File: config.mk
export PLATFORM = sky130hd
export DESIGN_NAME = seven_seg_number_display
export DESIGN_NICKNAME = d
export VERILOG_FILES = /design/src/rtl/seven_seg_pkg.sv /design/src/rtl/seven_seg_glyph.sv /design/src/rtl/seven_seg_number_display.sv
export SDC_FILE = /design/constraint.sdc
export NUM_CORES = 1
export LEC_CHECK = 0
export BUFFER_PORTS_ARGS = -buffer_cell sky130_fd_sc_hd__buf_2
export CAP_MARGIN = 15
export CORE_ASPECT_RATIO = 1.4
export CORE_UTILIZATION = 40
export CTS_CLUSTER_DIAMETER = 40
export DETAILED_ROUTE_END_ITERATION = 6
export MAX_ROUTING_LAYER = met4
export PLACE_DENSITY_LB_ADDON = 0.3
export SYNTH_ARGS = -nofsm -noshare
export SYNTH_HDL_FRONTEND = slang
export SYNTH_HIERARCHICAL = 1
export SYNTH_SLANG_ARGS = --single-unit
File: constraint.sdc
create_clock -name clk -period 2.7 [get_ports clk]
set_input_delay 0.54 -clock clk [delete_from_list [all_inputs] [get_ports clk]]
set_output_delay 0.54 -clock clk [all_outputs]
set_load 0.01 [all_outputs]
File: src/rtl/seven_seg_pkg.sv
// -----------------------------------------------------------------------------
// seven_seg_pkg
// Shared constants and types for the seven-segment number display driver.
//   - Active-low segment constants (bit 7 = DP, bits 6:0 = g..a)
//   - Glyph table for nibbles 0-9 and A-F
//   - FSM state enum
//   - pow10() used for the decimal overflow threshold
// Optional feature macro used by the design: SEVEN_SEG_HEX_MODE_EN
// -----------------------------------------------------------------------------
package seven_seg_pkg;

    localparam logic [7:0] SEG_BLANK = 8'hFF;
    localparam logic [7:0] SEG_DASH  = 8'hBF;

    // Glyphs with DP off (bit 7 high); index = nibble value
    localparam logic [7:0] GLYPH [16] = '{
        8'hC0, 8'hF9, 8'hA4, 8'hB0, 8'h99, 8'h92, 8'h82, 8'hF8,
        8'h80, 8'h90, 8'h88, 8'h83, 8'hC6, 8'hA1, 8'h86, 8'h8E
    };

    typedef enum logic [1:0] {
        ST_IDLE   = 2'd0,
        ST_SHIFT  = 2'd1,
        ST_FORMAT = 2'd2
    } state_t;

    function automatic logic [63:0] pow10(input int n);
        logic [63:0] r;
        r = 64'd1;
        for (int i = 0; i < n; i++) begin
            r = r * 64'd10;
        end
        return r;
    endfunction

endpackage

File: src/rtl/seven_seg_glyph.sv
// -----------------------------------------------------------------------------
// seven_seg_glyph
// Combinational nibble-to-segment decoder for one digit.
// Ports:
//   i_nibble  digit value 0..15
//   i_blank   force the digit dark
//   i_dp      light the decimal point
//   i_hex     allow A-F glyphs; otherwise nibbles 10-15 decode to blank
//   o_seg     active-low pattern, bit 7 = DP, bits 6:0 = g..a
// -----------------------------------------------------------------------------
module seven_seg_glyph
    import seven_seg_pkg::*;
(
    input  logic [3:0] i_nibble,
    input  logic       i_blank,
    input  logic       i_dp,
    input  logic       i_hex,
    output logic [7:0] o_seg
);

    logic [7:0] w_base;

    always_comb begin
        w_base = GLYPH[i_nibble];
        if (i_blank || (i_nibble > 4'd9 && !i_hex)) begin
            w_base = SEG_BLANK;
        end
        o_seg = {w_base[7] & ~i_dp, w_base[6:0]};
    end

endmodule

File: src/rtl/seven_seg_number_display.sv
// -----------------------------------------------------------------------------
// seven_seg_number_display
// Converts an unsigned binary value to decimal with an iterative double-dabble
// engine and drives NUM_DIGITS non-multiplexed active-low seven-segment digits,
// with leading-zero blanking, overflow dashes and a decimal-point position.
// Optional macro SEVEN_SEG_HEX_MODE_EN adds a hex_mode input that bypasses the
// conversion and shows raw hex nibbles.
// Ports:
//   clk, rst       clock, synchronous active-high reset
//   in_valid/ready input handshake (ready only while idle)
//   in_value       binary value to display
//   in_dp_pos      digit index whose DP lights (>= NUM_DIGITS: none)
//   hex_mode       (macro only) show hex instead of decimal
//   disp_busy      conversion in progress
//   disp_update    one-cycle pulse when seg_out takes a new frame
//   seg_out        digit i at bits [8i+7:8i], active low
// -----------------------------------------------------------------------------
module seven_seg_number_display
    import seven_seg_pkg::*;
#(
    parameter int NUM_DIGITS = 6,
    parameter int BIN_WIDTH  = 20,
    parameter int LZ_BLANK   = 1
) (
    input  logic                    clk,
    input  logic                    rst,
    input  logic                    in_valid,
    output logic                    in_ready,
    input  logic [BIN_WIDTH-1:0]    in_value,
    input  logic [3:0]              in_dp_pos,
`ifdef SEVEN_SEG_HEX_MODE_EN
    input  logic                    hex_mode,
`endif
    output logic                    disp_busy,
    output logic                    disp_update,
    output logic [8*NUM_DIGITS-1:0] seg_out
);

    localparam int BCD_W = 4 * NUM_DIGITS;
    localparam int CNT_W = $clog2(BIN_WIDTH + 1);

    state_t                  r_state, w_next;
    logic [BIN_WIDTH-1:0]    r_bin;
    logic [BCD_W-1:0]        r_bcd;
    logic [CNT_W-1:0]        r_cnt;
    logic [3:0]              r_dp;
    logic                    r_ovf;
    logic                    r_hex;
    logic [8*NUM_DIGITS-1:0] r_seg;
    logic                    r_update;

    logic                    w_accept;
    logic                    w_hex_req;
    logic [63:0]             w_val64;
    logic                    w_ovf_req;
    logic [BCD_W-1:0]        w_bcd_adj;
    logic [NUM_DIGITS-1:0]   w_blank;
    logic [NUM_DIGITS-1:0]   w_dp_on;
    logic [8*NUM_DIGITS-1:0] w_seg_fmt;

`ifdef SEVEN_SEG_HEX_MODE_EN
    assign w_hex_req = hex_mode;
`else
    assign w_hex_req = 1'b0;
`endif

    assign w_accept = in_valid && (r_state == ST_IDLE);
    assign w_val64  = 64'(in_value);

    // Overflow is decided once at handshake from the full binary value, since the
    // BCD register may be narrower than the value's decimal width; truncated upper
    // digits never disturb lower ones because double-dabble carries only upward.
    assign w_ovf_req = w_hex_req ? ((w_val64 >> BCD_W) != 64'd0)
                                 : (w_val64 >= pow10(NUM_DIGITS));

    // Double-dabble correction: nibbles >= 5 get +3 before the shift
    always_comb begin
        w_bcd_adj = r_bcd;
        for (int d = 0; d < NUM_DIGITS; d++) begin
            if (r_bcd[4*d +: 4] >= 4'd5) begin
                w_bcd_adj[4*d +: 4] = r_bcd[4*d +: 4] + 4'd3;
            end
        end
    end

    // Blanking: a digit goes dark only if it and everything above it are zero,
    // it is not the units digit, and it is not at or below a visible DP.
    always_comb begin
        logic v_zero_above;
        logic v_dp_valid;
        v_zero_above = 1'b1;
        v_dp_valid   = (32'(r_dp) < NUM_DIGITS);
        w_blank      = '0;
        w_dp_on      = '0;
        for (int d = NUM_DIGITS - 1; d >= 0; d--) begin
            v_zero_above = v_zero_above && (r_bcd[4*d +: 4] == 4'd0);
            w_blank[d]   = (LZ_BLANK != 0) && (d != 0) && v_zero_above &&
                           !(v_dp_valid && (d <= 32'(r_dp)));
            w_dp_on[d]   = v_dp_valid && (32'(r_dp) == d);
        end
    end

    for (genvar g = 0; g < NUM_DIGITS; g++) begin : g_digit
        seven_seg_glyph u_glyph (
            .i_nibble (r_bcd[4*g +: 4]),
            .i_blank  (w_blank[g]),
            .i_dp     (w_dp_on[g]),
            .i_hex    (r_hex),
            .o_seg    (w_seg_fmt[8*g +: 8])
        );
    end

    // State register
    always_ff @(posedge clk) begin
        if (rst) begin
            r_state <= ST_IDLE;
        end else begin
            r_state <= w_next;
        end
    end

    // Next-state logic
    always_comb begin
        w_next = r_state;
        case (r_state)
            ST_IDLE: begin
                if (w_accept) begin
                    w_next = w_hex_req ? ST_FORMAT : ST_SHIFT;
                end
            end
            ST_SHIFT: begin
                if (r_cnt == CNT_W'(1)) begin
                    w_next = ST_FORMAT;
                end
            end
            ST_FORMAT: w_next = ST_IDLE;
            default:   w_next = ST_IDLE;
        endcase
    end

    // Outputs
    always_comb begin
        in_ready    = (r_state == ST_IDLE);
        disp_busy   = (r_state != ST_IDLE);
        disp_update = r_update;
        seg_out     = r_seg;
    end

    // Datapath
    always_ff @(posedge clk) begin
        if (rst) begin
            r_bin    <= '0;
            r_bcd    <= '0;
            r_cnt    <= '0;
            r_dp     <= '0;
            r_ovf    <= 1'b0;
            r_hex    <= 1'b0;
            r_seg    <= {NUM_DIGITS{SEG_BLANK}};
            r_update <= 1'b0;
        end else begin
            r_update <= (r_state == ST_FORMAT);
            case (r_state)
                ST_IDLE: begin
                    if (w_accept) begin
                        r_bin <= in_value;
                        r_dp  <= in_dp_pos;
                        r_ovf <= w_ovf_req;
                        r_hex <= w_hex_req;
                        r_cnt <= CNT_W'(BIN_WIDTH);
                        r_bcd <= w_hex_req ? w_val64[BCD_W-1:0] : '0;
                    end
                end
                ST_SHIFT: begin
                    r_bcd <= {w_bcd_adj[BCD_W-2:0], r_bin[BIN_WIDTH-1]};
                    r_bin <= r_bin << 1;
                    r_cnt <= r_cnt - CNT_W'(1);
                end
                ST_FORMAT: begin
                    r_seg <= r_ovf ? {NUM_DIGITS{SEG_DASH}} : w_seg_fmt;
                end
                default: ;
            endcase
        end
    end

endmodule

Yosys cells after proc, flatten, opt, wreduce, memory -nomap -nowiden

Memories as Yosys holds them, arrays and structs flattened.
Cells that the tools add are included.

$add $sub $neg: 7
$lt $le $gt $ge: 25
Equal/unequal tests: 10
Muxes and demuxes: 34
Bitwise gates (word level): 18
Reductions and logical operators: 43

Operator list:

| kind                   | count |
|---|---|
| $mux W8                | 18 |
| $mux W48               | 1 |
| $pmux W24 S2           | 1 |
| $pmux W20 S2           | 1 |
| $ge A5 B5 Y1 const B   | 6 |
| $not A4 Y5             | 6 |
| $ge A4 B3 Y1 const B   | 6 |
| $gt A4 B4 Y1 const B   | 6 |
| $logic_not A4 Y1       | 6 |
| $mux W24               | 1 |
| $logic_and A1 B1 Y1    | 21 |
| $add A4 B2 Y4 const B  | 5 |
| $ge A20 B20 Y1 const B | 1 |
| $mux W20               | 1 |
| $mux W4                | 5 |
| $pmux W5 S2            | 1 |
| $eq A4 B2 Y1 const B   | 2 |
| $eq A4 B3 Y1 const B   | 2 |
| $le A2 B4 Y1 const A   | 2 |
| $le A3 B4 Y1 const A   | 2 |
| $and A1 B1 Y1          | 6 |
| $not A1 Y1             | 6 |
| $reduce_and A2 Y1      | 3 |
| $eq A5 B1 Y1 const B   | 1 |
| 17 further kinds       | 27 |

Flip-flop bits (word level): 105
Bits in read-only memories: 768
Input port bits: 27
Output and inout bits: 51
Logic and storage cells: 151
Memories kept: 6

Memory list:

| name            | depth | width | read ports | clocked after memory_dff | wr ports | RTL line              | text |
|---|---|---|---|---|---|---|---|
| (no name shown) | 16    | 8     | 1          | 0                        | 0        | seven_seg_glyph.sv:24 | `w_base = GLYPH[i_nibble];` |
| (no name shown) | 16    | 8     | 1          | 0                        | 0        | seven_seg_glyph.sv:24 |  |
| (no name shown) | 16    | 8     | 1          | 0                        | 0        | seven_seg_glyph.sv:24 |  |
| (no name shown) | 16    | 8     | 1          | 0                        | 0        | seven_seg_glyph.sv:24 |  |
| (no name shown) | 16    | 8     | 1          | 0                        | 0        | seven_seg_glyph.sv:24 |  |
| (no name shown) | 16    | 8     | 1          | 0                        | 0        | seven_seg_glyph.sv:24 |  |

Logic depth before layout (Yosys ltp)

Depth after elaboration: 10
Gate-level depth with buffers: 10
Depth with buffers taken out: 10

By module

The synthesis kept the hierarchy.

Modules (own cells, without submodules):

| module                                   | times used | cells an instance | area each (um^2) | seq. area each (um^2) |
|---|---|---|---|---|
| seven_seg_number_display                 | 1          | 579               | 4843.4           | 2102.0 |
| seven_seg_glyph (g_digit[0].u_glyph ...) | 5          | 40                | 327.8            | 0.0 |
| seven_seg_glyph (g_digit[3].u_glyph)     | 1          | 42                | 322.8            | 0.0 |

Least setup slack after synthesis

No wires, ideal clock.

Path type: register to register
Start: register r_bcd[20]
End: register r_seg[14], in the netlist seg_out[14]
Setup time: 0.058 ns
Arrival: 2.209 ns
Required time: 2.642 ns
Slack: 0.432 ns
Cell stages (with the launch flop): 11
Buffers on the path: 0
Period minus slack after synthesis: 2.268 ns
Cell sequence: dfxtp_1 inv_1 ha_1 or3b_1 nor4b_2 nand4_1 nor3_1 a31oi_4 o311ai_1 nor3b_1 a211o_1

Cells in the longest elaborated chain, start to end: 9

Ends and longest elaborated chain:

| item                              | RTL line                        | text |
|---|---|---|
| start, declared                   | seven_seg_number_display.sv:44  | `logic [BCD_W-1:0] r_bcd;` |
| start signal, assigned            | seven_seg_number_display.sv:170 | `r_bcd <= w_hex_req ? w_val64[BCD_W-1:0] : '0;` |
| start signal, assigned            | seven_seg_number_display.sv:174 | `r_bcd <= {w_bcd_adj[BCD_W-2:0], r_bin[BIN_WIDTH-1]};` |
| $logic_not A4 Y1                  | seven_seg_number_display.sv:96  | `v_zero_above = v_zero_above && (r_bcd[4*d +: 4] == 4'd0);` |
| $logic_and A1 B1 Y1 (4 in series) | seven_seg_number_display.sv:96  |  |
| $logic_and A1 B1 Y1               | seven_seg_number_display.sv:97  | `w_blank[d] = (LZ_BLANK != 0) && (d != 0) && v_zero_above &&` |
| named net w_blank[1]              | seven_seg_number_display.sv:57  | `logic [NUM_DIGITS-1:0] w_blank;` |
| $logic_or A1 B1 Y1                | seven_seg_glyph.sv:25           | `if (i_blank \|\| (i_nibble > 4'd9 && !i_hex)) begin` |
| $mux W8                           | seven_seg_glyph.sv:25           |  |
| named net w_seg_fmt[14]           | seven_seg_number_display.sv:59  | `logic [8*NUM_DIGITS-1:0] w_seg_fmt;` |
| $mux W48                          | seven_seg_number_display.sv:179 | `r_seg <= r_ovf ? {NUM_DIGITS{SEG_DASH}} : w_seg_fmt;` |
| end signal, assigned              | seven_seg_number_display.sv:158 | `r_seg <= {NUM_DIGITS{SEG_BLANK}};` |
| end signal, assigned              | seven_seg_number_display.sv:179 |  |
| end, declared                     | seven_seg_number_display.sv:49  | `logic [8*NUM_DIGITS-1:0] r_seg;` |

The timed path passes the listed nets, and every way through them passes these cells.
A chain may end at the register's enable or synchronous reset.

Final worst setup path

Start: register r_bcd[21]
End: register r_seg[14], in the netlist seg_out[14]

The elaborated chain is that of the path after synthesis.

==> impl_metrics.ini <==
[synth]
synth_adder_area_share_pct = 10.11
synthArstFlopShare_pct = 0
ys_warn_count = 6
yosysUniqueCellTypes = 57
synth_top_family_by_area = compound AO/OA/AOI/OAI gates
syn_inst = 821
synth_xor_area_share_pct = 1.544
synthFlopType = dfxtp_1
ys_ff_latch = 105
synth.area.mux_share_pct = 4.174
synth_area_per_cell_um2 = 8.289
synth-edff-count = 0
seq_area_frac_synth_pct = 30.89
synth-compound-area-share_pct = 24.10
synth.cell_area_um2 = 6805
synth-simple-area-share_pct = 21.03

[hold_path]
hold_class = primary input to flip-flop

[power]
p_per_area_nw_per_um2 = 447.9
p_leak_uw = 0.003079
irDropWorstVdd_mv = 0.3723

[clock_tree]
cts.htree.levels = 3
clock_path_buffers = 2
postCtsSetupRepairBufs = 0
cts_made_buffers = 9
root_buffer = clkbuf_16
clkSlewWorstSetupHoldPaths_ps = 70
clk_latency_ps = 360
cts_sinks = 105
tritoncts = done

[detailed_routing]
drt_iter0_markers = 221
drcViolationCount = 6
routed_wl_um = 15380
drt-pass1-iter-count = 6
wl_per_cell_um = 14.05
vias_per_cell = 5.245
antenna_left = 0
vias = 5738

[global_route]
grt.overflow.total = 0
grt_usage_pct = 18.71
antenna_found_initial = 0
grt_max_degree = 62
first_global_vias = 5394
grt_pass1_wl_um = 26020

[placement]
place_congestion = 0.8106
dp_slack_ps = 206.7
dp.cells = 1078
dp_hpwl_um = 10770
portBuffers = 77

[worst_setup_path]
path_max_fanout = 7
critical_path.max_stage_delay_ps = 390
cp_slowest_cell = or3b_1
path_class = flip-flop to flip-flop
worstPathArrival_ps = 2680
path_cells = inv_1 > ha_1 > or3b_1 > nor4b_2 > nand4_1 > nor3_2 > a31oi_4 > o311ai_1 > nor3b_1 > a211o_1
crit_buf_inv = 1
cp-end-kind = flip-flop
path_delay_family = simple AND/OR/NAND/NOR gates
cp.required_ps = 3000
worstSetupStartpointType = flip-flop

[sta]
min_period_ps = 2377
finClkSkew_ps = 7.596
rsz0062_at_grt = false
worst_pin_slew_ps = 828.6
finalSetupViolCount = 0
fin_crit_sh_pct = 88.02
fmax_ghz = 0.4208
max-slew-margin-rel_pct = 44.69
fin_tns_setup_ps = 0
slew_violations = 0
hold_violations = 0
fin_ws_ps = 323.4

[floorplan]
rows = 56
die_h_um = 156.3
coreArea_um2 = 16680
die_w_um = 112.2
dieArea_um2 = 17550
io_pins = 78
start_util_pct = 40.81

[final_layout]
stdcell_count = 1094
drive_gt1_share_pct = 19.30
final_nets = 968
layout_commonest_cell = dfxtp_1
syn_to_final_growth_pct = 12.87
antenna_cells = 0
mostFrequentLayoutCells = dfxtp_1 (105), nor2_1 (93), buf_2 (77)

[run_status]
run_status = finished, violations left
violations = DRC

[job]
maxCapViolCount = 0
-- registers in the layout (all words and copies together), names as in the netlist --
signal / cells
seg_out: 48
r_bcd: 24
r_bin: 20
disp_update: 1
r_state: 2
r_cnt: 5
r_ovf: 1
r_dp: 4
-- cell type report --
cell class	instances	area, um2
sequential	105	2102
fill	1692	8995
tap	203	254.0
timing repair buffer	111	640.6
clock inverter	7	80.08
multi-input combinational	608	4188
clock buffer	9	225.2
inverter	51	191.4
-- Yosys cell counts (9+ instances only) --
cell,n,share of area [%]
inv_1,51,2.8
nand2b_1,19,1.7
clkbuf_1,27,1.5
nor3_1,53,3.9
dfxtp_1,105,31
ha_1,55,10
mux2_2,19,3.1
buf_2,17,1.3
nand2_1,60,3.3
nand3_1,12,0.88
o21bai_1,49,5.4
o311ai_1,20,2.6
buf_6,11,1.8
nor2b_1,21,1.9
nor3b_1,9,0.99
nor2_1,93,5.1
a21oi_1,41,3.0
o21ai_0,25,1.8
o211ai_1,18,2.0
-- power breakdown --
group	switching (uW)	internal [uW]	total [uW]
Clock	636	728	1360
Sequential	54.9	1610	1660
Combinational	240	176	416
Total	931	2510	3440
-- timing repair --
item	4_1_cts	5_1_grt
hold buffers	0	0
setup endpoints to repair	0	1
gates resized for setup	0	1
-- per-layer routing --
layer / vias up / track usage (%) / wire length, um
li1: 2997 / - / -
met2: 70 / 32.48 / 7708
met3: 18 / 3.060 / 453
met5: - / - / 0
met1: 2653 / 22.17 / 7004
met4: 0 / 5.587 / 210
-- through the flow --
stage / hold WS (ps) / instance area (um2) / util [%] / power (uW)
after global routing: 389.4 / 7681 / 46.06 / 3602
after detailed placement: 431.6 / 7371 / 44.20 / 2112
after CTS: 385.1 / 7676 / 46.03 / 3488
after global placement: 428.5 / 7371 / 44.20 / 2106
after floorplan: 416.0 / 6828 / - / 1986
final: 394.1 / 7681 / 46.06 / 3440
-- worst paths after layout --
kind                  to         from  cells after the start  slack (ps)
max          seg_out[14]    r_bcd[21]                     10         320
max reg2reg  seg_out[14]    r_bcd[21]                     10         320
min reg2reg    r_bin[10]     r_bin[9]                      2         440
min             r_bin[0]  in_value[0]                      2         390
-- cell families (layout without fill, tap and decap cells) --
kind of cell	after synthesis	count (layout)
mux	26	26
fa+ha+maj	55	55
buf+inv	114	178
flops	105	105
compound gates	214	214
simple gates	294	294
xor+xnor	12	12
other cells	1	7
Note: power is estimated with default switching activity, not from simulation.
